$ cat src/rtl/sipo_deser_pkg.sv
// Project-wide constants for the decoded-bit deserializer.
package sipo_deser_pkg;

    // Default word width used when the deserializer is instantiated at top level
    localparam int BYTE_W = 8;

endpackage

$ cat src/rtl/sipo_deser_skid.sv
// Output register of the deserializer: holds one word, its bit count and
// the valid flag until the downstream consumer takes it.
module sipo_deser_skid #(
    parameter int DATA_W = 8,
    parameter int CNT_W  = 4
) (
    input  logic              clk,
    input  logic              rst_n,
    input  logic              load,
    input  logic [DATA_W-1:0] load_word,
    input  logic [CNT_W-1:0]  load_cnt,
    input  logic              ready,
    output logic [DATA_W-1:0] word,
    output logic [CNT_W-1:0]  cnt,
    output logic              valid
);

    // Load a new word when offered; otherwise drop valid after a handshake
    // while leaving word/cnt untouched so they stay stable under backpressure.
    always_ff @(posedge clk or negedge rst_n) begin
        if (!rst_n) begin
            word  <= '0;
            cnt   <= '0;
            valid <= 1'b0;
        end else if (load) begin
            word  <= load_word;
            cnt   <= load_cnt;
            valid <= 1'b1;
        end else if (valid && ready) begin
            valid <= 1'b0;
        end
    end

endmodule

$ cat src/rtl/sipo_deser.sv
// Serial-to-parallel deserializer for the decoded-bit path: packs bits into
// DATA_W-bit words with selectable bit order, supports flushing a partial
// word with a bit count, and uses the shift stage as a one-word skid buffer.
module sipo_deser
    import sipo_deser_pkg::*;
#(
    parameter int DATA_W    = BYTE_W,
    parameter int MSB_FIRST = 0,
    parameter int CNT_W     = $clog2(DATA_W + 1)
) (
    input  logic              clk,
    input  logic              rst_n,
    input  logic              bit_i,
    input  logic              bit_valid_i,
    output logic              bit_ready_o,
    input  logic              flush_i,
    output logic [DATA_W-1:0] word_o,
    output logic [CNT_W-1:0]  word_cnt_o,
    output logic              word_valid_o,
    input  logic              word_ready_i
);

    localparam logic [CNT_W-1:0] FULL_CNT = CNT_W'(DATA_W);

    logic [DATA_W-1:0] shift_reg;
    logic [CNT_W-1:0]  count;
    logic              shift_full;

    logic              accept;
    logic              slot_free;
    logic              complete;
    logic              load;
    logic [DATA_W-1:0] placed;
    logic [DATA_W-1:0] next_reg;
    logic [DATA_W-1:0] aligned;
    logic [CNT_W-1:0]  cnt_acc;
    logic [DATA_W-1:0] load_word;
    logic [CNT_W-1:0]  load_cnt;

    assign bit_ready_o = !shift_full;
    assign accept      = bit_valid_i && !shift_full;
    assign slot_free   = !word_valid_o || word_ready_i;

    // Place the incoming bit, count it, detect word completion (full word or
    // flush of a non-empty word) and left-justify partial MSB-first words.
    always_comb begin
        placed = shift_reg;
        if (MSB_FIRST != 0) begin
            placed = {shift_reg[DATA_W-2:0], bit_i};
        end else begin
            placed = shift_reg | (DATA_W'(bit_i) << count);
        end
        next_reg = accept ? placed : shift_reg;
        cnt_acc  = count + CNT_W'(accept);
        complete = !shift_full &&
                   ((accept && (cnt_acc == FULL_CNT)) || (flush_i && (cnt_acc != '0)));
        aligned  = next_reg;
        if (MSB_FIRST != 0) begin
            aligned = next_reg << (FULL_CNT - cnt_acc);
        end
    end

    // A held word always drains first; otherwise a freshly completed word
    // goes straight to the output register when the slot is free.
    assign load      = slot_free && (shift_full || complete);
    assign load_word = shift_full ? shift_reg : aligned;
    assign load_cnt  = shift_full ? count : cnt_acc;

    // Shift stage: accumulate bits, clear on handoff, or hold a completed
    // word (already aligned) while the output slot is busy.
    always_ff @(posedge clk or negedge rst_n) begin
        if (!rst_n) begin
            shift_reg  <= '0;
            count      <= '0;
            shift_full <= 1'b0;
        end else if (shift_full) begin
            if (slot_free) begin
                shift_reg  <= '0;
                count      <= '0;
                shift_full <= 1'b0;
            end
        end else if (complete) begin
            if (slot_free) begin
                shift_reg <= '0;
                count     <= '0;
            end else begin
                shift_reg  <= aligned;
                count      <= cnt_acc;
                shift_full <= 1'b1;
            end
        end else if (accept) begin
            shift_reg <= next_reg;
            count     <= cnt_acc;
        end
    end

    sipo_deser_skid #(
        .DATA_W(DATA_W),
        .CNT_W (CNT_W)
    ) u_skid (
        .clk      (clk),
        .rst_n    (rst_n),
        .load     (load),
        .load_word(load_word),
        .load_cnt (load_cnt),
        .ready    (word_ready_i),
        .word     (word_o),
        .cnt      (word_cnt_o),
        .valid    (word_valid_o)
    );

endmodule
$ cat config.mk
export PLATFORM = sky130hd
export DESIGN_NAME = sipo_deser
export DESIGN_NICKNAME = d
export VERILOG_FILES = /design/src/rtl/sipo_deser_pkg.sv /design/src/rtl/sipo_deser_skid.sv /design/src/rtl/sipo_deser.sv
export SDC_FILE = /design/constraint.sdc
export NUM_CORES = 1
export LEC_CHECK = 0
export CAP_MARGIN = 40
export CORE_ASPECT_RATIO = 0.9
export CORE_MARGIN = 3
export CORE_UTILIZATION = 49
export CTS_BUF_LIST = sky130_fd_sc_hd__clkbuf_8
export DETAILED_ROUTE_END_ITERATION = 16
export GPL_TIMING_DRIVEN = 0
export PLACE_DENSITY = 0.77
export SLEW_MARGIN = 30
export SYNTH_ARGS = -nofsm -noshare
export SYNTH_HDL_FRONTEND = slang
export SYNTH_SLANG_ARGS = --single-unit
$ cat constraint.sdc
create_clock -name clk -period 2.42 [get_ports clk]
set_clock_uncertainty 0.1 [all_clocks]
set_input_delay 0.484 -clock clk [delete_from_list [all_inputs] [get_ports clk]]
set_output_delay 0.484 -clock clk [all_outputs]
set_load 0.1 [all_outputs]
After elaboration in Yosys (flattened, before gate mapping)
Index checks and enable logic that the tools add are counted.

cells by class
  shift operators = 1
  eq/ne operators = 2
  reductions and logical operators = 15
  add/subtract/negate cells = 1
  bitwise logic cells = 1
  multiplexer cells = 18

operators with widths
  cell                                            number
  2-to-1 mux 8 bit                                7
  2-to-1 mux 4 bit                                6
  bitwise OR 8 bit                                1
  left shift 1 x 4 -> 8 bit                       1
  logical AND 1 bit                               6
  2-to-1 mux 1 bit                                5
  adder 4 x 1 -> 4 bit                            1
  == test 4 bit (second input constant)           1
  nonzero test 4 bit                              1
  logical OR 1 bit                                3
  nonzero test 3 bit                              1
  zero test 1 bit                                 2
  != test 2 x 1 -> 1 bit (second input constant)  1
  AND reduction 2 bit                             1
  nonzero test 2 bit                              1

word-level totals
  bits in registers = 26
  input port bits = 6
  logic and storage cells = 44
  output and inout bits = 14

Logic depth before layout (Yosys ltp)
  depth after elaboration = 10
  depth in mapped cells = 10
  depth with buffers taken out = 9

By module
A second synthesis with hierarchy kept.

unflattened totals
  cell total of the unflattened synthesis = 103
  area total of the unflattened synthesis = 1,317.5 µm²

by module, submodules not included
  module           cells each  times used  area an instance (µm²)  seq. area each (µm²)
  sipo_deser       75          1           799.5                   325.3
  sipo_deser_skid  28          1           518.0                   325.3

Worst setup path before layout
No wires, ideal clock.

  path kind = register to register
  start = register shift_full
  end = register count[2]
  data required time = 2,196 ps
  stages on the path, launching flop included = 10
  clock period less this slack = 2,397 ps
  arrival time = 2,173 ps
  library setup time = 124 ps
  path slack = 23 ps
  path buffers = 1
  cell sequence = dfrtp_1 -> buf_4 -> nor2_1 -> ha_1 -> ha_1 -> nor2_1 -> a21oi_1 -> a311oi_2 -> a2111oi_1 -> a211o_1

on the way
  word-level cells in the longest chain between the ends = 9
  elaborated cells on any way between the ends = 16
  classes of those cells = add/sub: 1; eq/ne: 2; mux: 4; reduce/logical: 9

RTL lines
  element                                                            line                                RTL
  start: declaration                                                 sipo_deser.sv:27                    logic shift_full;
  start signal: assignment                                           sipo_deser.sv:75                    shift_full <= 1'b0;
  start signal: assignment                                           sipo_deser.sv:80                    shift_full <= 1'b0;
  start signal: assignment                                           sipo_deser.sv:89                    shift_full <= 1'b1;
  zero test 1 bit                                                    sipo_deser.sv:41, sipo_deser.sv:55
  logical AND 1 bit                                                  sipo_deser.sv:41                    assign accept = bit_valid_i && !shift_full;
  adder 4 x 1 -> 4 bit                                               sipo_deser.sv:54                    cnt_acc = count + CNT_W'(accept);
  == test 4 bit or nonzero test 4 bit (tied branches)                sipo_deser.sv:56                    ((accept && (cnt_acc == FULL_CNT)) || (flush_i && (cnt_acc != '0)));
  logical AND 1 bit                                                  sipo_deser.sv:56
  logical OR 1 bit                                                   sipo_deser.sv:56
  logical AND 1 bit                                                  sipo_deser.sv:55                    complete = !shift_full &&
  nonzero test 3 bit (no line) or 2-to-1 mux 4 bit (tied branches)   n/a
  AND reduction 2 bit (no line) or 2-to-1 mux 4 bit (tied branches)  n/a
  end signal: assignment                                             sipo_deser.sv:88                    count <= cnt_acc;
  end signal: assignment                                             sipo_deser.sv:93                    count <= cnt_acc;
  end: declaration                                                   sipo_deser.sv:26                    logic [CNT_W-1:0] count;

Parallel ways exist; a longest one is shown, timed or not. The select of a mux whose other input is x is not followed.
A chain may end at the register's enable or synchronous reset.

Worst setup path after layout
  start = register shift_full
  end = register count[3]

Same word-level chain as after synthesis.

==> flow_metrics.py <==
metrics = {
    "cells_and_area": {
        "mostFrequentLayoutCells": "25 x dfrtp_1, 18 x nand2_1, 17 x nor2_1, 17 x clkdlybuf4s50_1, 14 x buf_8",
        "areaGrowthSynthToFinish_pct": 45.4,
        "layout_commonest_cell": "dfrtp_1",
        "diodes": 0,
        "instances_no_fill": 204,
        "fin_area_um2": 1860,
        "multi_input_area_um2": 611,
        "nets": 186,
        "regArea_um2": 652,
        "utilization": 0.800,
        "layout-drive-gt1-share": 0.243,
        "fill_cells": 142,
    },
    "detailed_routing": {
        "drt_wl_total_mm": 3.11,
        "first_iter_violations": 55,
        "wl_per_cell_um": 15.2,
        "drc": 0,
        "first_pass_iters": 4,
        "ant_nets": 0,
        "vias": 1182,
        "viasPerCell": 5.79,
    },
    "critical_path": {
        "cp.arrival_ns": 2.41,
        "end_kind": "register",
        "crit_type": "reg -> reg",
        "crit_path_start_kind": "register",
        "cp_max_fo": 10,
        "cp.required_ns": 2.48,
    },
    "clocking": {
        "cts_sinks": 26,
        "clk_pin_slew_worst_paths_ns": 0.08,
        "cts_root_buf": "clkbuf_8",
        "h-tree-depth": 1,
        "clk_path_buf_depth": 2,
        "worstSkewPairLatency_ns": 0.27,
        "cts_tree": "done",
        "cts_hold_buf": 0,
        "cts_buffers": 3,
    },
    "placement": {
        "io_buffer_count": 19,
        "placed_area_um2": 1710,
        "dp_cells": 193,
        "gp_congestion": 0.870,
        "place_ws_ns": -0.775,
        "place_hpwl_mm": 2.12,
    },
    "synth": {
        "ys_ff_latch": 26,
        "synth-seq-area-share": 0.509,
        "async_reset_ff_frac": 1.00,
        "ys.flop_type": "dfrtp_1",
        "synth.net_count": 141,
        "yosysUniqueCellTypes": 32,
        "synth_edf_count": 0,
        "syn_inst": 133,
        "syn_area_um2": 1280,
        "yosysWarnings": 0,
        "avgSynthCellArea_um2": 9.61,
    },
    "min_path": {
        "hold_path.class": "in -> async",
    },
    "die": {
        "fp.dieH_um": 54.4,
        "initial_core_util": 0.550,
        "die_x_um": 59.8,
        "io_pins": 20,
        "die_area_um2": 3260,
        "core_um2": 2320,
        "placement_rows": 16,
    },
    "timing": {
        "hold_viol_final": 0,
        "tightest_slew_ns": 0.549,
        "whs_ns": 0.0915,
        "fin_crit_sh": 0.970,
        "min_period_ns": 2.35,
        "relSlewSlack": 0.634,
        "max_freq_ghz": 0.426,
        "drv_slew": 0,
        "worst_slack_ns": 0.0727,
        "setup_viol": 0,
    },
    "pwr": {
        "p_int_mw": 1.31,
        "power_frac_clock": 0.106,
        "switching_share": 0.487,
        "p_leak_nw": 0.809,
        "ir_worst_vdd_uv": 1150,
        "p_seq_frac": 0.243,
        "combPwrFrac": 0.651,
        "powerDensity_nw_per_um2": 1370,
        "p_sw_mw": 1.24,
    },
    "grt": {
        "first_global_vias": 1171,
        "grt_antenna_before_repair": 0,
        "grtUsageTotal": 0.214,
        "grt.overflow.total": 0,
        "grt_pass1_wl_mm": 5.20,
        "grt_max_degree": 27,
    },
    "run_status": {
        "run_status": "complete, no violations",
    },
    "flow_run": {
        "max_cap_violations": 0,
    },
}
[what timing repair did]
item                                    in CTS  in global routing
gates resized for setup                     10                  9
setup buffers                                2                  5
endpoints found under the setup margin      26                 23
pin swaps                                    3                  3
[per-stage QoR]
stage | TNS (ns) | power, mW
floorplan | 0 | 1.61
global placement | -15.82 | 1.88
detailed placement | -17.27 | 2.14
CTS | 0 | 2.47
global route | -0.0967 | 2.68
finish | 0 | 2.55
[final cells by class]
cell class	instances	share of cell area
flip-flops and latches	26	0.351
inverters	4	0.00808
repair buffers	40	0.238
clock buffers	4	0.0296
well taps	27	0.0182
plain buffers	6	0.0263
multi-input cells	97	0.329
[routing by layer]
metal / GRT usage / vias to the layer above / wire (um)
met5: 0 / - / 0
met4: 0.0480 / 0 / 59
met3: 0.0637 / 11 / 229
met2: 0.378 / 50 / 1600
met1: 0.259 / 562 / 1220
li1: - / 559 / -
[cells in the mapped netlist, types with 3 or more instances]
library cell | instances | share of area
dfrtp_1 | 26 | 0.51
nor2_1 | 19 | 0.056
nand2_1 | 18 | 0.053
o21ai_0 | 13 | 0.051
nor3_1 | 7 | 0.027
o21a_1 | 7 | 0.041
a22o_1 | 4 | 0.027
a31oi_1 | 4 | 0.020
inv_1 | 4 | 0.012
nand3_1 | 3 | 0.012
[logic make-up after synthesis]
family                   share of synthesized area
AND/OR/NAND/NOR                              0.198
AO/OA/AOI/OAI                                0.190
flip-flops                                   0.509
buffers and inverters                       0.0411
XOR/XNOR                                    0.0265
multiplexers                                0.0157
adder cells (fa/ha/maj)                     0.0196
[path summary, 6_finish.rpt]
| check | start | end | slack [ns] | cells past startpoint |
|---|---|---|---|---|
| hold reg to reg | u_skid.word[2] | u_skid.word[2] | 0.40 | 2 |
| setup reg to reg | shift_full | count[3] | 0.07 | 10 |
| hold / removal | rst_n | u_skid.valid | 0.09 | 1 |
| min in group clk | u_skid.word[2] | u_skid.word[2] | 0.40 | 2 |
| setup / recovery | shift_full | count[3] | 0.07 | 10 |
| max in group asynchronous | rst_n | shift_full | 1.74 | 1 |
[power by group through the flow]
stage	Clock [mW]	Combinational, mW	Sequential, mW
after floorplan	0	0.541	1.07
after global placement	0	1.26	0.614
after detailed placement	0	1.51	0.623
after CTS	0.271	1.58	0.618
after global routing	0.287	1.76	0.633
final	0.270	1.66	0.618
[critical path, stage by stage (launching register included)]
cell      delay (ns)
dfrtp_2         0.43
buf_6           0.15
nor2_2          0.13
ha_2            0.24
ha_4            0.17
xnor2_2         0.12
buf_4           0.16
a21oi_1         0.07
a311oi_2        0.32
nor4_2          0.10
a22o_1          0.24
No activity file was read; power rests on OpenSTA's default activity.
